## src/rtl/a2d_scan_sched.sv

```systemverilog
`timescale 1ns/1ps
// a2d_scan_sched: round-robin conversion scheduler for the shared A2D interface,
// with a one-deep forced request that jumps the queue and a per-channel result store.
module a2d_scan_sched #(
    parameter int NUM_CHNNL = 7,
    parameter int RES_W     = 12,
    parameter int GAP_CYC   = 16,
    parameter int TIMEOUT   = 1024
) (
    input  logic             clk,
    input  logic             rst,
    input  logic             en,
    input  logic             force_req,
    input  logic [2:0]       force_chnnl,
    output logic             strt_cnv,
    output logic [2:0]       chnnl,
    input  logic             cnv_cmplt,
    input  logic [RES_W-1:0] res,
    input  logic [2:0]       rd_chnnl,
    output logic [RES_W-1:0] rd_data,
    output logic             rd_vld,
    output logic             busy,
    output logic             scan_done,
    output logic             timeout
);
    localparam logic [1:0] IDLE  = 2'd0;
    localparam logic [1:0] START = 2'd1;
    localparam logic [1:0] WAIT  = 2'd2;
    localparam logic [1:0] GAP   = 2'd3;

    localparam int WCNT_W = $clog2(TIMEOUT + 1);
    localparam int GCNT_W = $clog2(GAP_CYC + 1);
    localparam logic [WCNT_W-1:0] WAIT_LAST = WCNT_W'(TIMEOUT - 1);
    localparam logic [GCNT_W-1:0] GAP_LAST  = GCNT_W'(GAP_CYC - 1);
    localparam logic [2:0]        LAST_CH   = 3'(NUM_CHNNL - 1);
    localparam logic [3:0]        NUM_CH4   = 4'(NUM_CHNNL);

    logic [1:0]        state_r;
    logic [1:0]        state_nxt_s;
    logic [WCNT_W-1:0] wait_cnt_r;
    logic [GCNT_W-1:0] gap_cnt_r;
    logic [2:0]        rr_ptr_r;
    logic [2:0]        pend_chnnl_r;
    logic [2:0]        sel_ch_s;
    logic              pend_r;
    logic              cur_force_r;
    logic              force_ok_s;
    logic              go_s;
    logic              wr_s;
    logic              wait_end_s;
    logic              sel_force_s;
    logic              enter_start_s;
    logic [RES_W-1:0]  result_r [NUM_CHNNL];
    logic [NUM_CHNNL-1:0] valid_r;

    // Request qualification; a force arriving on the START-entry edge is taken directly
    always_comb begin
        force_ok_s  = force_req & ({1'b0, force_chnnl} < NUM_CH4);
        go_s        = en | pend_r;
        wr_s        = (state_r == WAIT) & cnv_cmplt;
        wait_end_s  = (state_r == WAIT) & (cnv_cmplt | (wait_cnt_r == WAIT_LAST));
        sel_force_s = pend_r | force_ok_s;
        if (force_ok_s) begin
            sel_ch_s = force_chnnl;
        end else if (pend_r) begin
            sel_ch_s = pend_chnnl_r;
        end else begin
            sel_ch_s = rr_ptr_r;
        end
    end

    // Next-state logic
    always_comb begin
        state_nxt_s = state_r;
        case (state_r)
            IDLE:    state_nxt_s = go_s ? START : IDLE;
            START:   state_nxt_s = WAIT;
            WAIT:    state_nxt_s = wait_end_s ? GAP : WAIT;
            GAP: begin
                if (gap_cnt_r == GAP_LAST) begin
                    state_nxt_s = go_s ? START : IDLE;
                end else begin
                    state_nxt_s = GAP;
                end
            end
            default: state_nxt_s = IDLE;
        endcase
        enter_start_s = (state_nxt_s == START);
    end

    // FSM state, counters, pointer, pending request and registered outputs
    always_ff @(posedge clk) begin
        if (rst) begin
            state_r      <= IDLE;
            wait_cnt_r   <= '0;
            gap_cnt_r    <= '0;
            rr_ptr_r     <= 3'd0;
            pend_r       <= 1'b0;
            pend_chnnl_r <= 3'd0;
            cur_force_r  <= 1'b0;
            strt_cnv     <= 1'b0;
            chnnl        <= 3'd0;
            busy         <= 1'b0;
            scan_done    <= 1'b0;
            timeout      <= 1'b0;
        end else begin
            state_r    <= state_nxt_s;
            wait_cnt_r <= (state_r == WAIT) ? wait_cnt_r + WCNT_W'(1) : '0;
            gap_cnt_r  <= (state_r == GAP) ? gap_cnt_r + GCNT_W'(1) : '0;
            strt_cnv   <= enter_start_s;
            busy       <= (state_nxt_s != IDLE);
            scan_done  <= wait_end_s & ~cur_force_r & (chnnl == LAST_CH);
            timeout    <= (state_r == WAIT) & ~cnv_cmplt & (wait_cnt_r == WAIT_LAST);
            if (enter_start_s) begin
                chnnl       <= sel_ch_s;
                cur_force_r <= sel_force_s;
            end
            // Entering START consumes any pending or coinciding force request
            if (enter_start_s) begin
                pend_r <= 1'b0;
            end else if (force_ok_s) begin
                pend_r       <= 1'b1;
                pend_chnnl_r <= force_chnnl;
            end
            if (wait_end_s && !cur_force_r) begin
                rr_ptr_r <= (rr_ptr_r == LAST_CH) ? 3'd0 : rr_ptr_r + 3'd1;
            end
        end
    end

    // Per-channel result store, written only on a completion seen in WAIT
    always_ff @(posedge clk) begin
        if (rst) begin
            valid_r <= '0;
            for (int i = 0; i < NUM_CHNNL; i++) begin
                result_r[i] <= '0;
            end
        end else begin
            for (int i = 0; i < NUM_CHNNL; i++) begin
                if (wr_s && (chnnl == 3'(i))) begin
                    result_r[i] <= res;
                    valid_r[i]  <= 1'b1;
                end
            end
        end
    end

    // AND-OR read mux; out-of-range addresses select nothing and read as zero
    always_comb begin
        rd_data = '0;
        rd_vld  = 1'b0;
        for (int i = 0; i < NUM_CHNNL; i++) begin
            rd_data = rd_data | ({RES_W{rd_chnnl == 3'(i)}} & result_r[i]);
            rd_vld  = rd_vld | ((rd_chnnl == 3'(i)) & valid_r[i]);
        end
    end

endmodule

```

## config.mk

```make
export PLATFORM = sky130hd
export DESIGN_NAME = a2d_scan_sched
export DESIGN_NICKNAME = d
export VERILOG_FILES = /design/src/rtl/a2d_scan_sched.sv
export SDC_FILE = /design/constraint.sdc
export NUM_CORES = 1
export LEC_CHECK = 0
export ABC_AREA = 1
export CAP_MARGIN = 10
export CORE_MARGIN = 5
export CORE_UTILIZATION = 45
export CTS_CLUSTER_DIAMETER = 200
export DETAILED_ROUTE_END_ITERATION = 10
export PLACE_DENSITY = 0.71
export SYNTH_ARGS = -nofsm -noshare
export SYNTH_HDL_FRONTEND = slang
export SYNTH_SLANG_ARGS = --single-unit
```

## constraint.sdc

```tcl
create_clock -name clk -period 1.65 [get_ports clk]
set_input_delay 0.165 -clock clk [delete_from_list [all_inputs] [get_ports clk]]
set_output_delay 0.165 -clock clk [all_outputs]
set_load 0.01 [all_outputs]
```

# Yosys cells after proc, flatten, opt, wreduce, memory -nomap -nowiden
# Memories as Yosys holds them, arrays and structs flattened.
# Cells that the tools add are included.
[totals]
romBits = 0
out_inout_bits = 20
latchBits = 0
ff_bits = 40
ramBits = 84
word_cells = 145
inputBits = 23
mem_count = 1
[op_classes]
n_shift = 0
bitwise_logic = 48
eq_ne = 19
add_sub_neg = 3
mul = 0
n_lt_le_gt_ge = 1
n_div = 0
n_mux = 37
reduce_logical = 17
[memory_table]
columns = ["memory", "depth", "word_bits", "read_ports", "rd_clocked_by_memory_dff", "write_ports", "line_no", "rtl"]
rows = [
  ["result_r", 7, 12, 7, 0, 7, "53", "logic [RES_W-1:0] result_r [NUM_CHNNL];"],
]
[op_table]
columns = ["operator", "count"]
rows = [
  ["bitwise AND 12 bit", 7],
  ["2-to-1 mux 12 bit", 7],
  ["OR 12 bit", 6],
  ["2-to-1 mux 1 bit", 25],
  ["equality test 3 bit (second input constant)", 7],
  ["OR 1 bit", 16],
  ["bitwise AND 1 bit", 14],
  ["equality test 3 x 2 -> 1 bit (second input constant)", 4],
  ["adder 11 x 1 -> 11 bit (second input constant)", 1],
  ["equality test 11 x 10 -> 1 bit (second input constant)", 1],
  ["2-to-1 mux 3 bit", 3],
  ["logical AND 1 bit", 8],
  ["one-hot mux 2 bit (4 select lines)", 1],
  ["equality test 3 x 1 -> 1 bit (second input constant)", 2],
  ["zero test 3 bit", 2],
  ["OR reduction 2 bit", 3],
  ["adder 5 x 1 -> 5 bit (second input constant)", 1],
  ["equality test 5 x 4 -> 1 bit (second input constant)", 1],
  ["inverter 1 bit", 5],
  ["equality test 2 x 1 -> 1 bit (second input constant)", 2],
  ["equality test 2 bit (second input constant)", 2],
  ["adder 3 x 1 -> 3 bit (second input constant)", 1],
  ["< comparator 3 bit (second input constant)", 1],
  ["zero test 2 bit", 1],
  ["other kinds (4)", 4],
]

# Depth between registers and ports, before layout
# Gate-level depths: netlist of the first run.
[depth]
ltp_word = 8
mapped_depth = 11
depth_no_buf = 11

# Worst setup path before layout of the first run
# OpenSTA, ideal clock, no wires.
[synth_timing]
path_type = "register -> register"
from = "reg state_r[1]"
to = "mem result_r[2][0] (enable)"
required_ns = 1.300
path_stages_with_launch = 10
period_less_slack_ns = 1.654
t_arrival_ns = 1.304
setup_ns = 0.350
n_path_buf = 1
setup_slack_ns = -0.004
cell_sequence = "dfxtp_1 -> inv_2 -> nor2_4 -> nand2_2 -> nor2_4 -> inv_2 -> nor2_2 -> inv_2 -> buf_6 -> nand2_1"
[synth_rtl]
columns = ["element", "line_no", "rtl"]
rows = [
  ["start: declaration", "38", "logic [1:0] state_r;"],
  ["start signal: assignment", "107", "state_r <= state_nxt_s;"],
  ["end: declaration", "53", ""],
]

# Final worst setup path of the first run
[layout_timing]
from = "reg gap_cnt_r[1]"
to = "reg strt_cnv"
[layout_between]
elab_chain_cells = 4
[layout_rtl]
columns = ["element", "line_no", "rtl"]
rows = [
  ["start: declaration", "41", "logic [GCNT_W-1:0] gap_cnt_r;"],
  ["start signal: assignment", "109", "gap_cnt_r <= (state_r == GAP) ? gap_cnt_r + GCNT_W'(1) : '0;"],
  ["equality test 5 x 4 -> 1 bit", "80", "if (gap_cnt_r == GAP_LAST) begin"],
  ["2-to-1 mux 2 bit", "80", ""],
  ["one-hot mux 2 bit (4 select lines)", "75", "case (state_r)"],
  ["equality test 2 x 1 -> 1 bit", "88", "enter_start_s = (state_nxt_s == START);"],
  ["end signal: assignment", "110", "strt_cnv <= enter_start_s;"],
  ["end: declaration", "15", "output logic strt_cnv,"],
]
# Every way passes these cells.
# A chain may end at the register's enable or synchronous reset.

==> results of run 1 <==
metal layers:
metal,vias up,GRT usage (%)
li1,2066,-
met1,1990,23.5
met2,169,33.9
met3,16,4.12
met4,0,7.53
met5,-,0
worst reg2reg max path, cell delays in order, from the launching register on:
cell	delay [ns]
dfxtp_2	0.35
ha_4	0.14
nand2_2	0.06
nor2_2	0.12
ha_2	0.20
nor2_2	0.04
o21ai_2	0.11
nand3_2	0.11
nand2_4	0.16
nor2_4	0.07
buf_4	0.13
synthesized netlist by cell type (all sizes together):
| library cell | number | area [um2] |
|---|---|---|
| dfxtp | 40 | 801 |
| ha | 3 | 37.5 |
| edfxtp | 84 | 2520 |
| nand4 | 18 | 113 |
| o211ai | 4 | 30.0 |
| inv | 73 | 274 |
| o22ai | 1 | 6.26 |
| o2111ai | 1 | 8.76 |
| a221oi | 2 | 23.8 |
| or2 | 1 | 6.26 |
| o21ai | 16 | 95.1 |
| a21oi | 26 | 130 |
| nor3b | 2 | 15.0 |
| nand3 | 30 | 155 |
| nor4 | 1 | 6.26 |
| nor2 | 120 | 508 |
| nor3 | 5 | 25.0 |
| clkbuf | 2 | 7.51 |
| xor2 | 2 | 17.5 |
| buf | 16 | 86.3 |
| nand2 | 123 | 474 |
| and2 | 1 | 6.26 |
kinds of logic after synthesis:
| group | synth area share (%) |
|---|---|
| AO/OA/AOI/OAI | 5.50 |
| XOR/XNOR | 0.328 |
| adder cells (fa/ha/maj) | 0.702 |
| buffers and inverters | 6.88 |
| flip-flops | 62.1 |
| AND/OR/NAND/NOR | 24.5 |
final cells by class:
cell class / count / area share [%]
timing repair inverter: 1 / 0.107
sequential: 124 / 47.3
timing repair buffer: 94 / 12.8
clock buffer: 19 / 6.16
clock inverter: 13 / 2.06
multi-input combinational: 356 / 25.0
inverter: 73 / 4.00
tap: 143 / 2.54
flip-flops by register name (all words and copies together), names as in the netlist, 2 cells and up:
register      count
gap_cnt_r         5
state_r           2
rr_ptr_r          3
pend_chnnl_r      3
valid_r           7
chnnl             3
wait_cnt_r       11
result_r         84
timing repair:
item                       CTS  global route
pin swaps                    7            13
hold buffers                 0             0
buffers inserted             2             4
resized for setup           68            22
setup endpoints to repair   15            24
cloned                       1             0
how the worst min path moves through the flow:
stage | start | to | slack, ns | cells after the start
4_1_cts | cnv_cmplt | timeout | 0.38 | 2
3_3_place_gp | wait_cnt_r[0] | wait_cnt_r[0] | 0.43 | 1
2_1_floorplan | cnv_cmplt | timeout | 0.24 | 1
5_1_grt | cnv_cmplt | timeout | 0.39 | 2
6_report | res[4] | result_r[6][4] | 0.40 | 3
3_5_place_dp | gap_cnt_r[0] | gap_cnt_r[0] | 0.44 | 1
power groups by stage:
stage | clock network (uW) | logic (uW) | registers [uW]
floorplan | 0 | 402 | 3590
global placement | 0 | 787 | 3600
detailed placement | 0 | 803 | 3600
CTS | 3610 | 797 | 3540
global route | 3770 | 912 | 3560
finish | 3570 | 839 | 3540
per-stage QoR:
stage          std cells  setup TNS, ns
2_1_floorplan        571              0
3_3_place_gp         784          -8.12
3_5_place_dp         784          -8.41
4_1_cts              819       -0.00352
5_1_grt              823         -0.312
6_report             823              0
==> results.json, run 1 <==
{
  "p_int_uw": 6040,
  "grt_max_degree": 21,
  "cp_slowest_cell": "dfxtp_2",
  "cp_slowest_stage_delay_ns": 0.35,
  "first_global_vias": 4334,
  "critical_path.max_fanout": 8,
  "syn_to_final_growth_pct": 31.4,
  "relSlewSlack_pct": 81.7,
  "wire_per_inst_um": 16.1,
  "place_hpwl_um": 8870,
  "r2r_cells": 10,
  "fmax_mhz": 619,
  "post-route-util_pct": 61.0,
  "path_class": "flop to flop",
  "cts_tree": "built",
  "synthCells": 571,
  "io_buffers": 42,
  "clock_latency_ns": 0.41,
  "cpLargestDelayFamily": "simple AND/OR/NAND/NOR gates",
  "hold_viol": 0,
  "fin_crit_ns": 1.62,
  "gp_congestion": 0.824,
  "dp_slack_ns": -0.634,
  "h-tree-depth": 4,
  "highest_layer": "met4",
  "rsz0062_at_grt": "true",
  "nFillCells": 899,
  "combPwrFrac_pct": 10.5,
  "grt_pass1_wl_um": 21400,
  "die_h_um": 119,
  "design_area_mm2": 0.00703,
  "vdd_ir_drop_max_uv": 755,
  "cp_common_cell": "nor2_2",
  "num_antenna_cells": 0,
  "num_rows": 39,
  "clock_sinks": 124,
  "cts_buffers": 17,
  "setup_violations": 0,
  "clk_pin_slew_ns": 0.06,
  "syn_nets": 597,
  "setup_ws_ns": 0.0333,
  "yosysWarnings": 0,
  "dr_wl_met2_um": 6950,
  "leakagePower_uw": 0.00277,
  "hold_class": "input pin to flop",
  "multiInputGateArea_mm2": 0.00176,
  "endpoint": "strt_cnv",
  "regArea_mm2": 0.00333,
  "pwr-share-clk_pct": 44.9,
  "avgSynthCellArea_um2": 9.37,
  "switching_share_pct": 24.0,
  "critPathRequiredTime_ns": 1.96,
  "grt_remaining_overflow": 0,
  "pwr-share-seq_pct": 44.5,
  "timing.rr.end": "strt_cnv",
  "die_w_um": 119,
  "path_cells": "ha_4, nand2_2, nor2_2, ha_2, nor2_2, o21ai_2, nand3_2, nand2_4, nor2_4, buf_4",
  "cts_root_buf": "clkbuf_16",
  "first_pass_iters": 6,
  "p_sw_uw": 1910,
  "crit_start": "gap_cnt_r[1]",
  "drv_cap": 0,
  "final_nets": 693,
  "antenna_found_initial": 0,
  "routed_via_density": 5.15,
  "drtAntennaViolNets": 0,
  "fin_skew_ns": 0.00955,
  "synth_cell_types": 32,
  "drt-total-wl_um": 13200,
  "r2r_slack_ns": 0.03,
  "worst-path-buf-inv": 1,
  "startpoint_type": "flop",
  "powerDensity_mw_per_mm2": 1130,
  "core_area_mm2": 0.0115,
  "ys_ff_latch": 124,
  "end_kind": "flop",
  "drv_slew": 0,
  "tightest_slew_ns": 0.273,
  "place_area_mm2": 0.00635,
  "total_power_uw": 7960,
  "final_common_cell": "nand2_1",
  "start_util_pct": 46.4,
  "ioPinCount": 43,
  "cp.arrival_ns": 1.92,
  "finalCritPeriodShare_pct": 98.0,
  "detailroute.wirelength.met3_um": 881,
  "drt-initial-drc-count": 301,
  "drive_gt1_share_pct": 21.8,
  "layout_common_cells": "115 x nand2_1, 102 x nor2_1, 84 x edfxtp_1",
  "cts_buffer_depth": 2,
  "hold_slack_ns": 0.400,
  "met1_length_um": 5220,
  "synth_seq_area_share_pct": 62.1,
  "drcViolationCount": 0,
  "vias": 4241,
  "syn-cell-area_mm2": 0.00535,
  "die_area_mm2": 0.0142,
  "status": "finished, final reports clean",
  "r2r_start": "gap_cnt_r[1]",
  "track_usage_pct": 19.4,
  "cp.depth": 10
}
Power figures use the tool's default switching activity.
==> inputs of run 2 (changes only) <==
Settings changed: CORE_MARGIN 5 to 2.
==> run 2 against run 1 <==
Highest routed layer unchanged; combinational power increased by 0.6%; wire length up 1.3%; global-route usage increased by 2.3 points; clock power up 5%; sequential share of layout area fell by 0.51 points; critical endpoint is now rd_data[4]; setup slack improved by 0.0047 ns; die area down 9.8%; largest power group unchanged; utilization up 0.72 points.
==> results.json, run 2 (same netlist as run 1, synthesis figures left out) <==
{
  "h-tree-depth": 4,
  "r2r_cells": 10,
  "antenna_found_initial": 0,
  "p_int_uw": 6180,
  "first_global_vias": 4238,
  "largestRegisters": "result_r: 84 flops, wait_cnt_r: 11 flops, valid_r: 7 flops",
  "fin_skew_ns": 0.00673,
  "hold_viol": 0,
  "regMostFlops": "result_r",
  "hold_end": "timeout",
  "num_antenna_cells": 0,
  "pwr-share-seq_pct": 43.5,
  "syn_to_final_growth_pct": 33.0,
  "final_nets": 698,
  "ioPinCount": 43,
  "first_pass_iters": 5,
  "min_path_cells": 2,
  "p_sw_uw": 1960,
  "drtAntennaViolNets": 0,
  "path_class": "input pin to primary output",
  "cp_slowest_stage_delay_ns": 0.17,
  "switching_share_pct": 24.0,
  "hold_slack_ns": 0.381,
  "rsz0062_at_grt": "true",
  "io_buffers": 42,
  "timing.rr.end": "chnnl[2]",
  "drt-initial-drc-count": 329,
  "largest_register_ff_count": 84,
  "total_power_uw": 8140,
  "die_area_mm2": 0.0128,
  "drive_gt1_share_pct": 23.6,
  "setup_ws_ns": 0.0380,
  "cp_slowest_cell": "clkinvlp_4",
  "finalCritPeriodShare_pct": 97.7,
  "final_common_cell": "nand2_1",
  "fin_tns_setup_ns": 0,
  "routed_via_density": 5.23,
  "core_area_mm2": 0.0115,
  "drv_cap": 0,
  "clock_latency_ns": 0.42,
  "end_kind": "primary output",
  "drcViolationCount": 0,
  "regArea_mm2": 0.00333,
  "relSlewSlack_pct": 80.1,
  "startpoint_type": "input pin",
  "clk_pin_slew_ns": 0.05,
  "dp_slack_ns": -0.643,
  "place_hpwl_um": 8680,
  "nFillCells": 899,
  "grt_max_degree": 21,
  "drv_slew": 0,
  "worst-path-buf-inv": 5,
  "cpLargestDelayFamily": "buffers and inverters",
  "vias": 4328,
  "layout.cells.non_filler": 828,
  "hp-start": "cnv_cmplt",
  "cts_buffers": 17,
  "start_util_pct": 46.4,
  "cts_buffer_depth": 2,
  "powerDensity_mw_per_mm2": 1140,
  "die_w_um": 113,
  "tightest_slew_ns": 0.298,
  "gp_congestion": 0.831,
  "r2r_start": "gap_cnt_r[1]",
  "combPwrFrac_pct": 10.4,
  "track_usage_pct": 21.7,
  "r2r_slack_ns": 0.05,
  "num_rows": 39,
  "fmax_mhz": 620,
  "cts_tree": "built",
  "wire_per_inst_um": 16.2,
  "critPathRequiredTime_ns": 1.48,
  "grt_pass1_wl_um": 21000,
  "multiInputGateArea_mm2": 0.00177,
  "dpl.cell_count": 785,
  "clock_sinks": 124,
  "fin_crit_ns": 1.61,
  "hold_class": "input pin to flop",
  "grt_remaining_overflow": 0,
  "path_cells": "clkbuf_4, inv_1, nand3_4, clkinvlp_4, buf_4, nand2_1, nand4_1, a21oi_2, nand3_1, buf_2",
  "leakagePower_uw": 0.00282,
  "drt-total-wl_um": 13400,
  "setup_violations": 0,
  "critical_path.max_fanout": 5,
  "layout_common_cells": "116 x nand2_1, 102 x nor2_1, 84 x edfxtp_1",
  "cp.arrival_ns": 1.45,
  "vdd_ir_drop_max_uv": 802,
  "pwr-share-clk_pct": 46.1,
  "die_h_um": 113,
  "cts_root_buf": "clkbuf_16",
  "status": "finished, final reports clean"
}
run 2: cell types whose count changed in the layout (fill, tap and decap cells not counted), moves of 3 or more:
cell / before / now
buf_2: 13 / 9
buf_4: 39 / 43
clkinv_2: 0 / 3
inv_1: 67 / 64
inv_2: 4 / 7
run 2: cell type report:
cell class                 instances  share of cell area (%)
sequential                       124                    46.8
multi-input combinational        356                    24.9
timing repair buffer              98                    13.2
clock buffer                      17                    5.98
inverter                          73                    3.96
tap                              143                    2.52
clock inverter                    15                    2.45
timing repair inverter             2                   0.211
run 2: worst max path at each step:
| stage | start | endpoint | slack [ns] | depth (start not counted) |
|---|---|---|---|---|
| after floorplan | chnnl[0] | result_r[5][0] | 0.008 | 5 |
| after global placement | rd_chnnl[0] | rd_data[0] | -0.61 | 9 |
| after detailed placement | rd_chnnl[0] | rd_data[4] | -0.64 | 9 |
| after CTS | rd_chnnl[2] | rd_data[4] | -0.06 | 11 |
| after global routing | gap_cnt_r[1] | chnnl[1] | -0.1 | 10 |
| final | rd_chnnl[0] | rd_data[4] | 0.04 | 10 |
run 2: timing repair:
action                     CTS  global route
pin swaps                    3            17
gates cloned                 2             0
hold buffers                 0             0
buffers inserted             7             2
resized for setup           67            35
setup endpoints to repair   14            27
run 2: metrics by stage:
step                instance area, um2  utilization (%)
floorplan                         5350                -
global placement                  6360             55.2
detailed placement                6360             55.2
CTS                               7060             61.3
global route                      7110             61.8
finish                            7110             61.8
run 2: metal layers:
metal	share of wire [%]	global-route usage (%)
met1	40	26.7
met2	50	36.2
met3	6.6	5.41
met4	3.4	10.2
met5	0	0
run 2: power groups by stage:
stage | Combinational, uW | Sequential (uW) | Clock [uW]
floorplan | 402 | 3590 | 0
global placement | 785 | 3600 | 0
detailed placement | 800 | 3600 | 0
CTS | 813 | 3540 | 3760
global route | 919 | 3560 | 3890
finish | 844 | 3540 | 3750
